===== config.mk =====
export PLATFORM = sky130hd
export DESIGN_NAME = alu_writeback_stage
export DESIGN_NICKNAME = d
export VERILOG_FILES = /design/src/rtl/alu_writeback_stage.sv
export SDC_FILE = /design/constraint.sdc
export NUM_CORES = 1
export LEC_CHECK = 0
export CAP_MARGIN = 25
export CORE_MARGIN = 2
export CORE_UTILIZATION = 55
export DETAILED_ROUTE_END_ITERATION = 8
export DONT_BUFFER_PORTS = 1
export PLACE_DENSITY = 0.72
export SLEW_MARGIN = 10
export SYNTH_ARGS = -nofsm -noshare
export SYNTH_HDL_FRONTEND = slang
export SYNTH_SLANG_ARGS = --single-unit

===== constraint.sdc =====
create_clock -name clk_i -period 2.42 [get_ports clk_i]
set_input_delay 0.484 -clock clk_i [delete_from_list [all_inputs] [get_ports clk_i]]
set_output_delay 0.484 -clock clk_i [all_outputs]
set_load 0.05 [all_outputs]

===== src/rtl/alu_writeback_stage.sv =====
// Writeback stage behind the 8-bit ALU: one-entry write register with a
// valid/ready handshake, architectural C/N/Z flags, branch resolution and halt.

package definitions;
  typedef enum logic [7:0] {
    ADD  = 8'd0,
    ADDC = 8'd1,
    SUB  = 8'd2,
    SUBC = 8'd3,
    LSL  = 8'd4,
    LSLC = 8'd5,
    LSR  = 8'd6,
    LSRC = 8'd7,
    ASR  = 8'd8,
    NEG  = 8'd9,
    AND  = 8'd10,
    OR   = 8'd11,
    CMP  = 8'd12,
    IMME = 8'd13,
    BLT  = 8'd14,
    BNE  = 8'd15,
    LW   = 8'd16,
    SW   = 8'd17,
    ALW  = 8'd18,
    ASW  = 8'd19,
    HALT = 8'd20
  } op_code;
endpackage

module alu_writeback_stage #(
  parameter int unsigned REG_AW      = 2,
  parameter logic [2:0]  RESET_FLAGS = 3'b000
) (
  input  logic              clk_i,
  input  logic              rst_n_i,
  input  logic              ex_valid_i,
  output logic              ex_ready_o,
  input  logic [7:0]        op_i,
  input  logic [REG_AW-1:0] rd_i,
  input  logic [7:0]        result_i,
  input  logic              carry_i,
  input  logic              neg_i,
  output logic              wb_valid_o,
  input  logic              wb_ready_i,
  output logic [REG_AW-1:0] wb_addr_o,
  output logic [7:0]        wb_data_o,
  output logic              carry_flag_o,
  output logic              neg_flag_o,
  output logic              zero_flag_o,
  output logic              branch_taken_o,
  output logic              halt_o
);

  logic              wb_valid_q, wb_valid_d;
  logic [REG_AW-1:0] wb_addr_q,  wb_addr_d;
  logic [7:0]        wb_data_q,  wb_data_d;
  logic              c_q, c_d;
  logic              n_q, n_d;
  logic              z_q, z_d;
  logic              br_q, br_d;
  logic              halt_q, halt_d;

  logic accept;
  logic wr_en, upd_c, upd_nz, is_blt, is_bne, is_halt;

  // Stage can take a new op unless halted or the write register is stuck.
  always_comb begin
    ex_ready_o = !halt_q && (!wb_valid_q || wb_ready_i);
    accept     = ex_valid_i && ex_ready_o;
  end

  // Opcode decode into write / flag-update / branch / halt controls.
  always_comb begin
    wr_en   = 1'b0;
    upd_c   = 1'b0;
    upd_nz  = 1'b0;
    is_blt  = 1'b0;
    is_bne  = 1'b0;
    is_halt = 1'b0;
    case (op_i)
      definitions::ADD,  definitions::ADDC, definitions::SUB,
      definitions::SUBC, definitions::LSL,  definitions::LSLC,
      definitions::LSR,  definitions::LSRC, definitions::ASR: begin
        wr_en  = 1'b1;
        upd_c  = 1'b1;
        upd_nz = 1'b1;
      end
      definitions::NEG, definitions::AND, definitions::OR: begin
        wr_en  = 1'b1;
        upd_nz = 1'b1;
      end
      definitions::CMP:  upd_nz  = 1'b1;
      definitions::IMME: wr_en   = 1'b1;
      definitions::BLT:  is_blt  = 1'b1;
      definitions::BNE:  is_bne  = 1'b1;
      definitions::HALT: is_halt = 1'b1;
      default: ;
    endcase
  end

  // Next-state: refill wins over drain so back-to-back writes stream.
  always_comb begin
    wb_valid_d = wb_valid_q;
    wb_addr_d  = wb_addr_q;
    wb_data_d  = wb_data_q;
    if (accept && wr_en) begin
      wb_valid_d = 1'b1;
      wb_addr_d  = rd_i;
      wb_data_d  = result_i;
    end else if (wb_ready_i) begin
      wb_valid_d = 1'b0;
    end
    c_d    = (accept && upd_c)  ? carry_i            : c_q;
    n_d    = (accept && upd_nz) ? neg_i              : n_q;
    z_d    = (accept && upd_nz) ? (result_i == 8'h00) : z_q;
    // Branches resolve against the flags held before this edge.
    br_d   = accept && ((is_blt && n_q) || (is_bne && !z_q));
    halt_d = halt_q || (accept && is_halt);
  end

  // State registers with asynchronous active-low reset.
  always_ff @(posedge clk_i or negedge rst_n_i) begin
    if (!rst_n_i) begin
      wb_valid_q <= 1'b0;
      wb_addr_q  <= '0;
      wb_data_q  <= '0;
      c_q        <= RESET_FLAGS[2];
      n_q        <= RESET_FLAGS[1];
      z_q        <= RESET_FLAGS[0];
      br_q       <= 1'b0;
      halt_q     <= 1'b0;
    end else begin
      wb_valid_q <= wb_valid_d;
      wb_addr_q  <= wb_addr_d;
      wb_data_q  <= wb_data_d;
      c_q        <= c_d;
      n_q        <= n_d;
      z_q        <= z_d;
      br_q       <= br_d;
      halt_q     <= halt_d;
    end
  end

  // Output mapping.
  always_comb begin
    wb_valid_o     = wb_valid_q;
    wb_addr_o      = wb_addr_q;
    wb_data_o      = wb_data_q;
    carry_flag_o   = c_q;
    neg_flag_o     = n_q;
    zero_flag_o    = z_q;
    branch_taken_o = br_q;
    halt_o         = halt_q;
  end

endmodule


Word-level counts from Yosys, hierarchy flattened

Cells that the tools add are included.

Register bits: 16
Output and inout bits: 17

Equality and inequality tests: 16
Multiplexer cells: 8
Reductions and logical operators: 21

Operators with widths:

| kind                                          | count |
|---|---|
| == test 8 x 4 -> 1 bit, second input constant | 8 |
| == test 8 x 3 -> 1 bit, second input constant | 4 |
| OR reduction 13 bit                           | 2 |
| == test 8 x 2 -> 1 bit, second input constant | 2 |
| zero test 8 bit                               | 2 |
| logical AND 1 bit                             | 9 |
| OR reduction 9 bit                            | 1 |
| == test 8 x 1 -> 1 bit, second input constant | 1 |
| == test 8 x 5 -> 1 bit, second input constant | 1 |
| 2-to-1 mux 1 bit                              | 8 |
| zero test 1 bit                               | 3 |
| logical OR 1 bit                              | 3 |
| nonzero test 2 bit                            | 1 |

Longest topological paths before layout

Depth after elaboration: 6
Mapped depth: 4

Least setup slack after synthesis

Ideal clock, no wire load.

Kind: reg2out
From: reg wb_valid_q, in the netlist wb_valid_o
To: out ex_ready_o
Arrival: 1.557 ns
Data required time: 1.936 ns
Slack: 0.379 ns
Stages on the path, launching flop included: 3
Buffers on the path: 0
Cell sequence: dfrtp_1 > nand2b_1 > nor2b_1

Cells in the longest elaborated chain, start to end: 3

Ends and longest elaborated chain:

| item                   | RTL line | RTL |
|---|---|---|
| start, declared        | 54       | `logic wb_valid_q, wb_valid_d;` |
| start signal, assigned | 133      | `wb_valid_q <= wb_valid_d;` |
| zero test 1 bit        | 68       | `ex_ready_o = !halt_q && (!wb_valid_q \|\| wb_ready_i);` |
| logical OR 1 bit       | 68       |  |
| logical AND 1 bit      | 68       |  |
| end, declared          | 37       | `output logic ex_ready_o,` |

No other way between the ends.

Worst setup path in the final report

Ends and elaborated chain as after synthesis.

==> impl_metrics.json <==
{
  "ctsRootBufferMaster": "clkbuf_4",
  "h-tree-depth": 1,
  "place_area_sq_um": 769,
  "fin_setup_tns_ps": 0,
  "num_vias": 457,
  "ant_nets": 0,
  "synth_fp_nets": 76,
  "grt_pass1_vias": 456,
  "floorplan.rows": 13,
  "timing.rr.start": "wb_valid_o",
  "timing.hold.ws_ps": 312,
  "drt_pre_antenna_iters": 4,
  "area_delta_synth_final_pct": 9.21,
  "cp_max_fo": 7,
  "placedCellCount": 68,
  "yosys_register_bits": 16,
  "path_clk_slew_ps": 90,
  "drive_gt1_share_pct": 36.2,
  "drv_cap": 0,
  "critPathLaunchType": "flop",
  "drv_slew": 0,
  "clk-insertion-delay-late_ps": 280,
  "slew_headroom_pct": 48.7,
  "drt_iter0_markers": 3,
  "final_util_pct": 63.5,
  "hold_buffers": 1,
  "cts_made_buffers": 3,
  "grt_max_degree": 17,
  "rr_worst_depth": 3,
  "cts_setup_buffers": 0,
  "routed_wl_microns": 1430,
  "hold_path_end": "branch_taken_o",
  "ios": 41,
  "instances_no_fill": 73,
  "switching_share_pct": 42.3,
  "seqPwrFrac_pct": 66.5,
  "numPortBuffers": 0,
  "ys_types": 20,
  "dieWidth_microns": 40.9,
  "arrival_ps": 1570,
  "core_region_area_sq_um": 1280,
  "cp_data_required_time_ps": 1940,
  "cts_buffer_depth": 2,
  "max_slew.worst_pin.slew_ps": 769,
  "nNetsFinal": 83,
  "fillers": 100,
  "clock_power_share_pct": 20.5,
  "cts_tree": "done",
  "status": "finished, final reports clean",
  "ys_seq_area_share_pct": 53.6,
  "max_freq_mhz": 487,
  "syn_area_sq_um": 747,
  "rrSetupSlack_ps": 530,
  "ir_drop_uv": 491,
  "power_density_nw_per_um2": 1020,
  "setup_viol": 0,
  "end_kind": "output pin",
  "period_share_pct": 84.9,
  "p_int_uw": 478,
  "p_leak_uw": 0.000394,
  "setup.worst_path.class": "reg -> out",
  "rr_endpoint": "wb_data_o[2]",
  "antenna_found_initial": 0,
  "hold_class": "in -> reg",
  "syn_area_per_cell_sq_um": 14.4,
  "fin_skew_ps": 4.88,
  "wl_per_cell_microns": 19.6,
  "drc": 0,
  "hold_start": "op_i[0]",
  "cts_resized": 0,
  "die_area_sq_um": 1670,
  "fp.dieH_microns": 40.9,
  "min_period_ps": 2050,
  "power_frac_comb_pct": 13.0,
  "start_util_pct": 58.1,
  "multiInputGateArea_sq_um": 332,
  "synthCells": 52,
  "yosys_warnings": 0,
  "gp_congestion": 0.674,
  "stdcell_area_sq_um": 816,
  "clock_sinks": 16,
  "antenna_cells": 0,
  "regArea_sq_um": 400,
  "rsz0062_at_grt": "no",
  "via_per_inst": 6.26,
  "hold-path-cell-count": 1,
  "grt.overflow.total": 0,
  "finalHoldViolations": 0,
  "switching_power_uw": 351,
  "grt_util_all_layers_pct": 17.7,
  "grt_pass1_wl_microns": 1840
}
[cells in the final DEF (no fill, tap or decap)]
| cell | n |
|---|---|
| and4b_1 | 1 |
| mux2_2 | 3 |
| nor2b_1 | 2 |
| nand3_1 | 2 |
| nor2_1 | 3 |
| nand2b_1 | 1 |
| nor4b_4 | 1 |
| dfrtp_1 | 16 |
| o2111ai_2 | 1 |
| o2111ai_1 | 1 |
| clkbuf_4 | 3 |
| a31o_2 | 1 |
| nand4_1 | 1 |
| mux2i_1 | 1 |
| o31ai_1 | 1 |
| dlygate4sd3_1 | 1 |
| a2111oi_0 | 1 |
| nor4_1 | 2 |
| buf_4 | 2 |
| nand2_1 | 3 |
| inv_1 | 1 |
| mux2_4 | 9 |
| clkbuf_8 | 1 |
[per-stage QoR]
step | setup WS, ps | power (uW)
after global routing | 269 | 862
after detailed placement | 469 | 662
after global placement | 551 | 653
after CTS | 347 | 837
after floorplan | 379 | 633
final | 366 | 830
[flip-flops by register name, indices dropped and copies added, names as in the netlist]
register	cells
wb_data_o	8
wb_addr_o	2
branch_taken_o	1
carry_flag_o	1
wb_valid_o	1
neg_flag_o	1
halt_o	1
zero_flag_o	1
[Yosys cell counts]
| library cell | number | area (sq um) |
|---|---|---|
| a2111oi_0 | 1 | 8.76 |
| a31o_2 | 1 | 8.76 |
| and4b_1 | 1 | 10.0 |
| buf_6 | 1 | 11.3 |
| dfrtp_1 | 16 | 400 |
| inv_1 | 1 | 3.75 |
| mux2_2 | 3 | 33.8 |
| mux2_4 | 9 | 135 |
| mux2i_1 | 1 | 10.0 |
| nand2_1 | 3 | 11.3 |
| nand2b_1 | 1 | 6.26 |
| nand3_1 | 2 | 10.0 |
| nand4_1 | 1 | 6.26 |
| nor2_1 | 3 | 11.3 |
| nor2b_1 | 2 | 12.5 |
| nor4_1 | 2 | 12.5 |
| nor4b_4 | 1 | 23.8 |
| o2111ai_1 | 1 | 8.76 |
| o2111ai_2 | 1 | 15.0 |
| o31ai_1 | 1 | 7.51 |
[logic make-up (layout without fill, tap and decap cells)]
logic type | count (synthesis) | after routing | synth area share, %
AND/OR/NAND/NOR | 16 | 16 | 13.9
buffers and inverters | 2 | 8 | 2.01
flip-flops | 16 | 16 | 53.6
AO/OA/AOI/OAI | 5 | 5 | 6.53
multiplexers | 13 | 13 | 24.0
[critical path, stage by stage (launching register included)]
cell and delay [ps]:
dfrtp_1 650, nand2b_1 270, nor2b_1 190, buf_4 190
[final cells by class]
class	count	area share, %
clock buffers	4	4.45
inverters	1	0.460
multi-input cells	34	40.6
flip-flops and latches	16	49.1
well taps	15	2.30
repair buffers	3	3.07
[power groups by stage]
stage	clock (uW)	sequential, uW	combinational (uW)
after floorplan	0	547	86.1
after global placement	0	554	99.6
after detailed placement	0	557	105
after CTS	175	552	110
after global routing	188	557	117
final	170	551	108
[how the worst max path moves through the flow]
stage               start      endpoint  depth (start not counted)
3_5_place_dp      op_i[5]  wb_addr_o[0]                          3
4_1_cts        wb_valid_o    ex_ready_o                          3
6_report       wb_valid_o    ex_ready_o                          3
2_1_floorplan  wb_valid_o    ex_ready_o                          2
3_3_place_gp      op_i[5]  wb_data_o[6]                          3
5_1_grt        wb_valid_o    ex_ready_o                          3
[per-layer routing]
layer	vias up	track usage, %	wire length [microns]
met5	-	0	0
met4	0	7.50	7
met3	2	3.26	132
met2	29	33.2	750
met1	220	18.9	542
li1	206	-	-
Power figures use the tool's default switching activity.
